**src/rtl/fetch_sequencer_if.sv**
```systemverilog
// Sequencer <-> control-unit bundle: run request, IR fields, execute
// handshake, and the datapath control outputs driven by the sequencer.
interface fetch_sequencer_if #(
    parameter int SC_WIDTH = 4
);
    logic                       enable;
    logic [2:0]                 ir_opcode;
    logic                       ir_i;
    logic                       exec_done;
    logic [7:0]                 bus_sel;
    logic                       ar_load;
    logic                       ir_load;
    logic                       pc_incr;
    logic                       mem_read;
    logic [SC_WIDTH-1:0]        sc;
    logic [(1<<SC_WIDTH)-1:0]   t_state;
    logic [7:0]                 d;
    logic                       i_flag;
    logic                       exec_start;
    logic                       busy;
    logic                       timeout;

    // Sequencer side
    modport master (
        input  enable, ir_opcode, ir_i, exec_done,
        output bus_sel, ar_load, ir_load, pc_incr, mem_read,
               sc, t_state, d, i_flag, exec_start, busy, timeout
    );

    // Control unit / datapath side
    modport slave (
        output enable, ir_opcode, ir_i, exec_done,
        input  bus_sel, ar_load, ir_load, pc_incr, mem_read,
               sc, t_state, d, i_flag, exec_start, busy, timeout
    );
endinterface

```
**src/rtl/fetch_sequencer.sv**
```systemverilog
// Timing / fetch-decode sequencer: runs SC and its T-state decode, drives the
// fetch, decode and indirect micro-ops, then hands off to the execute unit.
module fetch_sequencer #(
    parameter int SC_WIDTH = 4
) (
    input  logic             clk,
    input  logic             rst_n,
    fetch_sequencer_if.master bus
);
    localparam int NT = 1 << SC_WIDTH;

    localparam logic [0:0] S_IDLE = 1'b0;
    localparam logic [0:0] S_RUN  = 1'b1;

    localparam logic [SC_WIDTH-1:0] SC_T1  = SC_WIDTH'(1);
    localparam logic [SC_WIDTH-1:0] SC_T2  = SC_WIDTH'(2);
    localparam logic [SC_WIDTH-1:0] SC_T3  = SC_WIDTH'(3);
    localparam logic [SC_WIDTH-1:0] SC_T4  = SC_WIDTH'(4);
    localparam logic [SC_WIDTH-1:0] SC_MAX = '1;
    localparam logic [NT-1:0]       T_ONE  = NT'(1);

    logic [0:0]          r_state;
    logic [SC_WIDTH-1:0] r_sc;
    logic [7:0]          r_d;
    logic                r_i_flag;
    logic                r_started;   // exec_start already issued this instruction
    logic                r_timeout;

    logic                w_busy;
    logic                w_exec_start;
    logic                w_exec_phase;
    logic                w_accept;
    logic [SC_WIDTH-1:0] w_sc_next;

    assign w_busy       = (r_state == S_RUN);
    // Register-reference instructions need no T3 operand work, so they start a cycle early.
    assign w_exec_start = w_busy && (r_sc == (r_d[7] ? SC_T3 : SC_T4));
    assign w_exec_phase = w_exec_start || r_started;
    assign w_accept     = w_exec_phase && bus.exec_done;
    assign w_sc_next    = (r_sc == SC_MAX) ? SC_MAX : r_sc + SC_T1;

    // Sequence counter, run state, latched decode and sticky timeout
    always_ff @(posedge clk or negedge rst_n) begin
        if (!rst_n) begin
            r_state   <= S_IDLE;
            r_sc      <= '0;
            r_d       <= '0;
            r_i_flag  <= 1'b0;
            r_started <= 1'b0;
            r_timeout <= 1'b0;
        end else if (!w_busy) begin
            r_sc      <= '0;
            r_started <= 1'b0;
            if (bus.enable) r_state <= S_RUN;
        end else if (w_accept) begin
            // Instruction boundary: enable decides between back-to-back fetch and idle
            r_sc      <= '0;
            r_started <= 1'b0;
            r_state   <= bus.enable ? S_RUN : S_IDLE;
        end else begin
            r_sc <= w_sc_next;
            if (w_exec_start) r_started <= 1'b1;
            if (r_sc == SC_T2) begin
                r_d      <= 8'h01 << bus.ir_opcode;
                r_i_flag <= bus.ir_i;
            end
            if (w_sc_next == SC_MAX) r_timeout <= 1'b1;
        end
    end

    // Fetch/decode/indirect micro-ops; the execute unit owns the bus once exec_start fires
    always_comb begin
        bus.bus_sel  = 8'h01;
        bus.ar_load  = 1'b0;
        bus.ir_load  = 1'b0;
        bus.pc_incr  = 1'b0;
        bus.mem_read = 1'b0;
        if (w_busy && !w_exec_phase) begin
            case (r_sc)
                '0: begin
                    bus.bus_sel = 8'h04;
                    bus.ar_load = 1'b1;
                end
                SC_T1: begin
                    bus.bus_sel  = 8'h80;
                    bus.mem_read = 1'b1;
                    bus.ir_load  = 1'b1;
                    bus.pc_incr  = 1'b1;
                end
                SC_T2: begin
                    bus.bus_sel = 8'h20;
                    bus.ar_load = 1'b1;
                end
                SC_T3: begin
                    if (!r_d[7] && r_i_flag) begin
                        bus.bus_sel  = 8'h80;
                        bus.mem_read = 1'b1;
                        bus.ar_load  = 1'b1;
                    end
                end
                default: ;
            endcase
        end
    end

    assign bus.sc         = r_sc;
    assign bus.t_state    = w_busy ? (T_ONE << r_sc) : '0;
    assign bus.d          = r_d;
    assign bus.i_flag     = r_i_flag;
    assign bus.exec_start = w_exec_start;
    assign bus.busy       = w_busy;
    assign bus.timeout    = r_timeout;
endmodule

```
**src/flat_wrapper.sv**
```systemverilog
// flat-port wrapper written by rule: the top's interface ports become plain ports
module fetch_sequencer_flat 
#(
    parameter int SC_WIDTH = 4
)
  (clk, rst_n, bus_enable, bus_ir_opcode, bus_ir_i, bus_exec_done, bus_bus_sel, bus_ar_load, bus_ir_load, bus_pc_incr, bus_mem_read, bus_sc, bus_t_state, bus_d, bus_i_flag, bus_exec_start, bus_busy, bus_timeout);
  fetch_sequencer_if #(.SC_WIDTH(SC_WIDTH)) bus_i ();
  input  logic clk;
  input  logic rst_n;
  input wire logic [$bits(bus_i.enable)-1:0] bus_enable;
  input wire logic [$bits(bus_i.ir_opcode)-1:0] bus_ir_opcode;
  input wire logic [$bits(bus_i.ir_i)-1:0] bus_ir_i;
  input wire logic [$bits(bus_i.exec_done)-1:0] bus_exec_done;
  output wire logic [$bits(bus_i.bus_sel)-1:0] bus_bus_sel;
  output wire logic [$bits(bus_i.ar_load)-1:0] bus_ar_load;
  output wire logic [$bits(bus_i.ir_load)-1:0] bus_ir_load;
  output wire logic [$bits(bus_i.pc_incr)-1:0] bus_pc_incr;
  output wire logic [$bits(bus_i.mem_read)-1:0] bus_mem_read;
  output wire logic [$bits(bus_i.sc)-1:0] bus_sc;
  output wire logic [$bits(bus_i.t_state)-1:0] bus_t_state;
  output wire logic [$bits(bus_i.d)-1:0] bus_d;
  output wire logic [$bits(bus_i.i_flag)-1:0] bus_i_flag;
  output wire logic [$bits(bus_i.exec_start)-1:0] bus_exec_start;
  output wire logic [$bits(bus_i.busy)-1:0] bus_busy;
  output wire logic [$bits(bus_i.timeout)-1:0] bus_timeout;
  assign bus_i.enable = bus_enable;
  assign bus_i.ir_opcode = bus_ir_opcode;
  assign bus_i.ir_i = bus_ir_i;
  assign bus_i.exec_done = bus_exec_done;
  assign bus_bus_sel = bus_i.bus_sel;
  assign bus_ar_load = bus_i.ar_load;
  assign bus_ir_load = bus_i.ir_load;
  assign bus_pc_incr = bus_i.pc_incr;
  assign bus_mem_read = bus_i.mem_read;
  assign bus_sc = bus_i.sc;
  assign bus_t_state = bus_i.t_state;
  assign bus_d = bus_i.d;
  assign bus_i_flag = bus_i.i_flag;
  assign bus_exec_start = bus_i.exec_start;
  assign bus_busy = bus_i.busy;
  assign bus_timeout = bus_i.timeout;
  fetch_sequencer #(.SC_WIDTH(SC_WIDTH)) u_core (.clk(clk), .rst_n(rst_n), .bus(bus_i));
endmodule
```
**config.mk**
```make
export PLATFORM = sky130hd
export DESIGN_NAME = fetch_sequencer_flat
export DESIGN_NICKNAME = d
export VERILOG_FILES = /design/src/rtl/fetch_sequencer_if.sv /design/src/rtl/fetch_sequencer.sv /design/src/flat_wrapper.sv
export SDC_FILE = /design/constraint.sdc
export NUM_CORES = 1
export LEC_CHECK = 0
export ABC_CLOCK_PERIOD_IN_PS = 2500
export CELL_PAD_IN_SITES_DETAIL_PLACEMENT = 0
export CELL_PAD_IN_SITES_GLOBAL_PLACEMENT = 1
export CORE_MARGIN = 5
export CORE_UTILIZATION = 29
export DETAILED_ROUTE_END_ITERATION = 12
export GPL_TIMING_DRIVEN = 0
export PLACE_DENSITY = 0.9
export SLEW_MARGIN = 0
export SYNTH_ARGS = -nofsm -noshare
export SYNTH_HDL_FRONTEND = slang
export SYNTH_SLANG_ARGS = --single-unit
```
**constraint.sdc**
```tcl
create_clock -name clk -period 2.5 [get_ports clk]
set_input_delay 0.625 -clock clk [delete_from_list [all_inputs] [get_ports clk]]
set_output_delay 0.625 -clock clk [all_outputs]
set_load 0.03 [all_outputs]
```
Word-level counts from Yosys, hierarchy flattened --
Index checks and enable logic that the tools add are counted.
Storage, ports and cells: bits in registers 16, bits of input ports 8, output and inout bits 44, logic and storage cells 49
Operators by class: add/subtract/negate cells 1, eq/ne operators 7, shift-type cells 2, mux-type cells 21, bitwise operators 1, reduce and logical (&&, ||, !) cells 11
Operators with widths (number):
- $pmux 8 s4 | 1
- $mux 16 | 1
- $mux 8 | 2
- $shl 1x4->16 const A | 1
- $mux 4 | 3
- $mux 1 | 11
- $eq 4x2->1 const B | 2
- $eq 4x4->1 const B | 2
- $shl 1x3->8 const A | 1
- $reduce_and 3->1 | 2
- $add 4x1->4 const B | 1
- $eq 4x1->1 const B | 1
- $eq 4x4->1 | 1
- $logic_and 1x1->1 | 4
- $logic_not 4->1 | 1
- $pmux 1 s2 | 2
- $mux 3 | 1
- $ne 3x3->1 const B | 1
- $logic_not 1->1 | 2
- $reduce_or 2->1 | 1
- $logic_or 1x1->1 | 1
- $not 1->1 | 1

Logic depth before layout (Yosys ltp) --
word-level depth 7, mapped depth 7, mapped depth without buffers 6

Worst setup path after synthesis --
No wires, ideal clock.
kind register -> output, from reg u_core.r_sc[2] (netlist: u_core.bus.sc[2]), to out bus_bus_sel[5], arrival 2086 ps, required time 1875 ps, setup slack -211 ps, cell stages (with the launch flop) 6, buffers on the path 1, path through dfrtp_1 > buf_4 > nand4b_1 > nand2_4 > a21o_1 > nor4_1
Between the ends: longest elaborated chain between the ends 6, elaborated cells on any way between the ends 11, those cells by class eq/ne (4); mux (2); reduce/logical (5)
Ends and longest elaborated chain:
- from (decl) | line fetch_sequencer.sv:23 | logic [SC_WIDTH-1:0] r_sc;
- from (signal assigned) | line fetch_sequencer.sv:61 | r_sc <= w_sc_next;
- $eq 4x4->1 | line fetch_sequencer.sv:37 | assign w_exec_start = w_busy && (r_sc == (r_d[7] ? SC_T3 : SC_T4));
- $logic_and 1x1->1 | line fetch_sequencer.sv:37
- $logic_or 1x1->1 | line fetch_sequencer.sv:38 | assign w_exec_phase = w_exec_start || r_started;
- $logic_not 1->1 | line fetch_sequencer.sv:78 | if (w_busy && !w_exec_phase) begin
- $logic_and 1x1->1 | line fetch_sequencer.sv:78
- $mux 8 (*) | line fetch_sequencer.sv:78
- to (decl) | line flat_wrapper.sv:14 | output wire logic [$bits(bus_i.bus_sel)-1:0] bus_bus_sel;
Mark *: on every way between the ends. The rest lies on a longest branch, timed or not.

Worst setup path in the final report --
from reg u_core.r_sc[1] (netlist: u_core.bus.sc[1]), to out bus_bus_sel[0]
Same word-level chain as after synthesis.

==> results.py <==
metrics = {
    "outcome": {
        "status": "finished clean",
    },
    "worst_setup_path": {
        "crit_start": "u_core.bus.sc[1]",
        "crit_end": "bus_bus_sel[0]",
        "crit_fanout": 5,
        "timing.rr.start": "u_core.bus.sc[0]",
        "critPathSlowestCell": "or4b_4",
        "crit_chain": "or4b_4, nand2_4, nor4_4, buf_4, buf_4, nand2_2, buf_6",
        "critical_path.max_stage_delay_ns": 0.56,
        "reg2reg_depth": 6,
        "crit_arrival_ns": 1.84,
        "crit_top_cell": "buf_4",
        "cp-start-kind": "flop",
        "worstPathRequired_ns": 1.88,
        "reg2reg_slack_ns": 0.55,
        "reg2reg_to": "u_core.bus.d[6]",
        "end_kind": "output pin",
        "path_class": "flop to output pin",
    },
    "power": {
        "power.leakage_nw": 0.917,
        "p_per_area_nw_per_um2": 1390,
        "peakVddDrop_v": 0.000564,
    },
    "synthesis": {
        "synth_top_family_by_area": "simple AND/OR/NAND/NOR gates",
        "synth-seq-cells": 16,
        "ys_seq_area_frac": 0.365,
        "synthCells": 117,
        "avgSynthCellArea_um2": 9.38,
        "synth.area.mux_share": 0.101,
        "synthesis.area_um2": 1100,
        "synth_edf_count": 0,
        "synth_compound_area_frac": 0.121,
        "synth_fa_ha_area_frac": 0.0684,
        "synth-xor-area-share": 0,
        "yosys.area_share.simple": 0.275,
        "synthArstFlopShare": 1.00,
        "synth_cell_type_count": 35,
        "yosysWarnings": 0,
        "ys.flop_type": "dfrtp_1",
    },
    "clock_tree": {
        "root_buffer": "clkbuf_8",
        "cts_sinks": 16,
        "numCtsBuffers": 3,
        "clockBufferDepth": 2,
        "cts_tree": "yes",
        "cts.htree.levels": 1,
        "worstSkewPairLatency_ns": 0.24,
        "path_clk_slew_ns": 0.06,
    },
    "detailed_routing": {
        "met1Wirelength_um": 1300,
        "dr.pass1.iters": 4,
        "drt_wl_total_um": 3040,
        "antenna_left": 0,
        "dr.first_iter.drc_count": 20,
        "wl_met3_um": 283,
        "dr.max_layer_used": "met4",
        "drcViolationCount": 0,
        "wl_met2_um": 1440,
        "dr_total_vias": 1075,
        "wl_per_cell_um": 13.2,
        "via_per_inst": 4.65,
    },
    "placed_design": {
        "gp_congestion": 0.832,
        "post-dp-hpwl_um": 2390,
        "port_buffers": 47,
        "dp_cells": 215,
    },
    "final_layout": {
        "fillers": 370,
        "finalNetCount": 198,
        "area_growth_pct": 61.6,
        "n_antenna_cell": 0,
        "stdcell_count": 231,
        "utilization": 0.484,
        "drive_gt1_frac": 0.290,
    },
    "timing": {
        "fin_setup_tns_ns": 0,
        "hold_viol": 0,
        "hold_ws_ns": 0.470,
        "grt_setup_unrepaired": "true",
        "period_share": 0.985,
        "fin_crit_ns": 2.46,
        "final_max_slew_viol_count": 0,
        "max_freq_ghz": 0.406,
        "setup_viol": 0,
        "max_slew_margin": 0.540,
        "worst_pin_slew_ns": 0.688,
        "skew_ns": 0.00141,
    },
    "floorplan": {
        "row_count": 22,
        "die_w_um": 71.5,
        "floorplan.die.height_um": 71.5,
        "io_pins": 52,
        "design.core.area_um2": 3660,
        "start_util": 0.300,
        "dieArea_um2": 5110,
    },
    "global_routing": {
        "antenna_found_initial": 0,
        "grt_max_degree": 17,
        "overflow": 0,
        "track_usage": 0.116,
        "grt_pass1_wl_um": 4880,
        "grt_pass1_vias": 1081,
    },
    "worst_hold_path": {
        "worstHoldPathType": "flop to flop",
        "holdPathStages": 1,
    },
    "flow_run": {
        "maxCapViolCount": 0,
    },
}
## metrics by stage
stage / instance area, µm² / power (mW) / worst slack (ns)
detailed placement: 1650 / 2.15 / -0.464
CTS: 1760 / 2.45 / 0.00509
finish: 1770 / 2.46 / 0.0364
global route: 1770 / 2.63 / -0.0246
floorplan: 1120 / 1.52 / 0.0629
global placement: 1650 / 2.12 / -0.414
## registers in the layout, indices dropped and copies added, names as in the netlist
| signal | cells |
|---|---|
| u_core.bus.busy | 1 |
| u_core.bus.d | 8 |
| u_core.bus.i_flag | 1 |
| u_core.bus.sc | 4 |
| u_core.bus.timeout | 1 |
| u_core.r_started | 1 |
## placed cells by master, fill, tap and decap left out, drive strengths merged, types with 4 or more instances in the layout
| master | instances |
|---|---|
| nand2 | 15 |
| buf | 27 |
| nor2 | 12 |
| ha | 6 |
| nor3b | 4 |
| clkbuf | 6 |
| and2 | 4 |
| mux2 | 9 |
| inv | 5 |
| a21oi | 4 |
| dlygate4sd2 | 16 |
| conb | 4 |
| dfrtp | 16 |
| and3 | 5 |
| clkdlybuf4s50 | 22 |
## how the worst min path moves through the flow
stage,startpoint,endpoint,slack [ns]
after detailed placement,u_core.bus.timeout,u_core.bus.timeout,0.45
after floorplan,rst_n,u_core.bus.busy,0.33
after CTS,u_core.bus.timeout,u_core.bus.timeout,0.47
final,u_core.bus.timeout,u_core.bus.timeout,0.47
after global placement,u_core.bus.timeout,u_core.bus.timeout,0.45
after global routing,u_core.bus.timeout,u_core.bus.timeout,0.50
## Yosys cell counts (2+ instances only)
cell | n | area share
dfrtp_1 | 16 | 0.36
nand2_1 | 14 | 0.048
nor2_1 | 12 | 0.041
mux2_2 | 9 | 0.092
buf_4 | 6 | 0.041
ha_1 | 6 | 0.068
and3_1 | 5 | 0.029
inv_1 | 5 | 0.017
a21oi_1 | 4 | 0.018
and2_1 | 4 | 0.023
nor3b_1 | 4 | 0.027
a21o_1 | 2 | 0.014
and3b_1 | 2 | 0.016
nand2b_1 | 2 | 0.011
nand3_1 | 2 | 0.0091
nor4_1 | 2 | 0.011
o21a_1 | 2 | 0.014
o21ai_0 | 2 | 0.0091
o21bai_1 | 2 | 0.014
## final cells by class
| type | instances | area (µm²) | area share |
|---|---|---|---|
| inverters | 5 | 18.8 | 0.0106 |
| flip-flops and latches | 16 | 403 | 0.227 |
| multi-input cells | 91 | 662 | 0.373 |
| plain buffers | 8 | 58.8 | 0.0332 |
| clock buffers | 4 | 55.1 | 0.0311 |
| well taps | 48 | 60.1 | 0.0339 |
| repair buffers | 59 | 515 | 0.291 |
## worst max-delay path, delay by kind of cell, from the launching register on
kind | cells | cell delay (ns)
simple gates | 4 | 0.76
flops | 1 | 0.43
buf+inv | 3 | 0.40
## repair_timing
item                       CTS  global route
gates resized for setup     68             6
gates cloned                 0             0
pin swaps                    3             1
hold buffers                 0             0
buffers inserted             9             3
setup endpoints to repair   25             7
## cell families (layout without fill, tap and decap cells)
family / after synthesis / after routing
simple gates: 54 / 54
compound gates: 17 / 17
flops: 16 / 16
buf+inv: 13 / 76
mux: 10 / 10
fa+ha+maj: 6 / 6
other cells: 1 / 4
## where the power goes
part,internal (mW),switching [mW]
Clock,0.139,0.0825
Sequential,0.372,0.0913
Combinational,0.764,1.01
## per-layer routing
layer,up-vias,GRT usage
li1,531,-
met1,495,0.135
met2,47,0.204
met3,2,0.0365
met4,0,0.0313
met5,-,0
No activity file was read; power rests on OpenSTA's default activity.
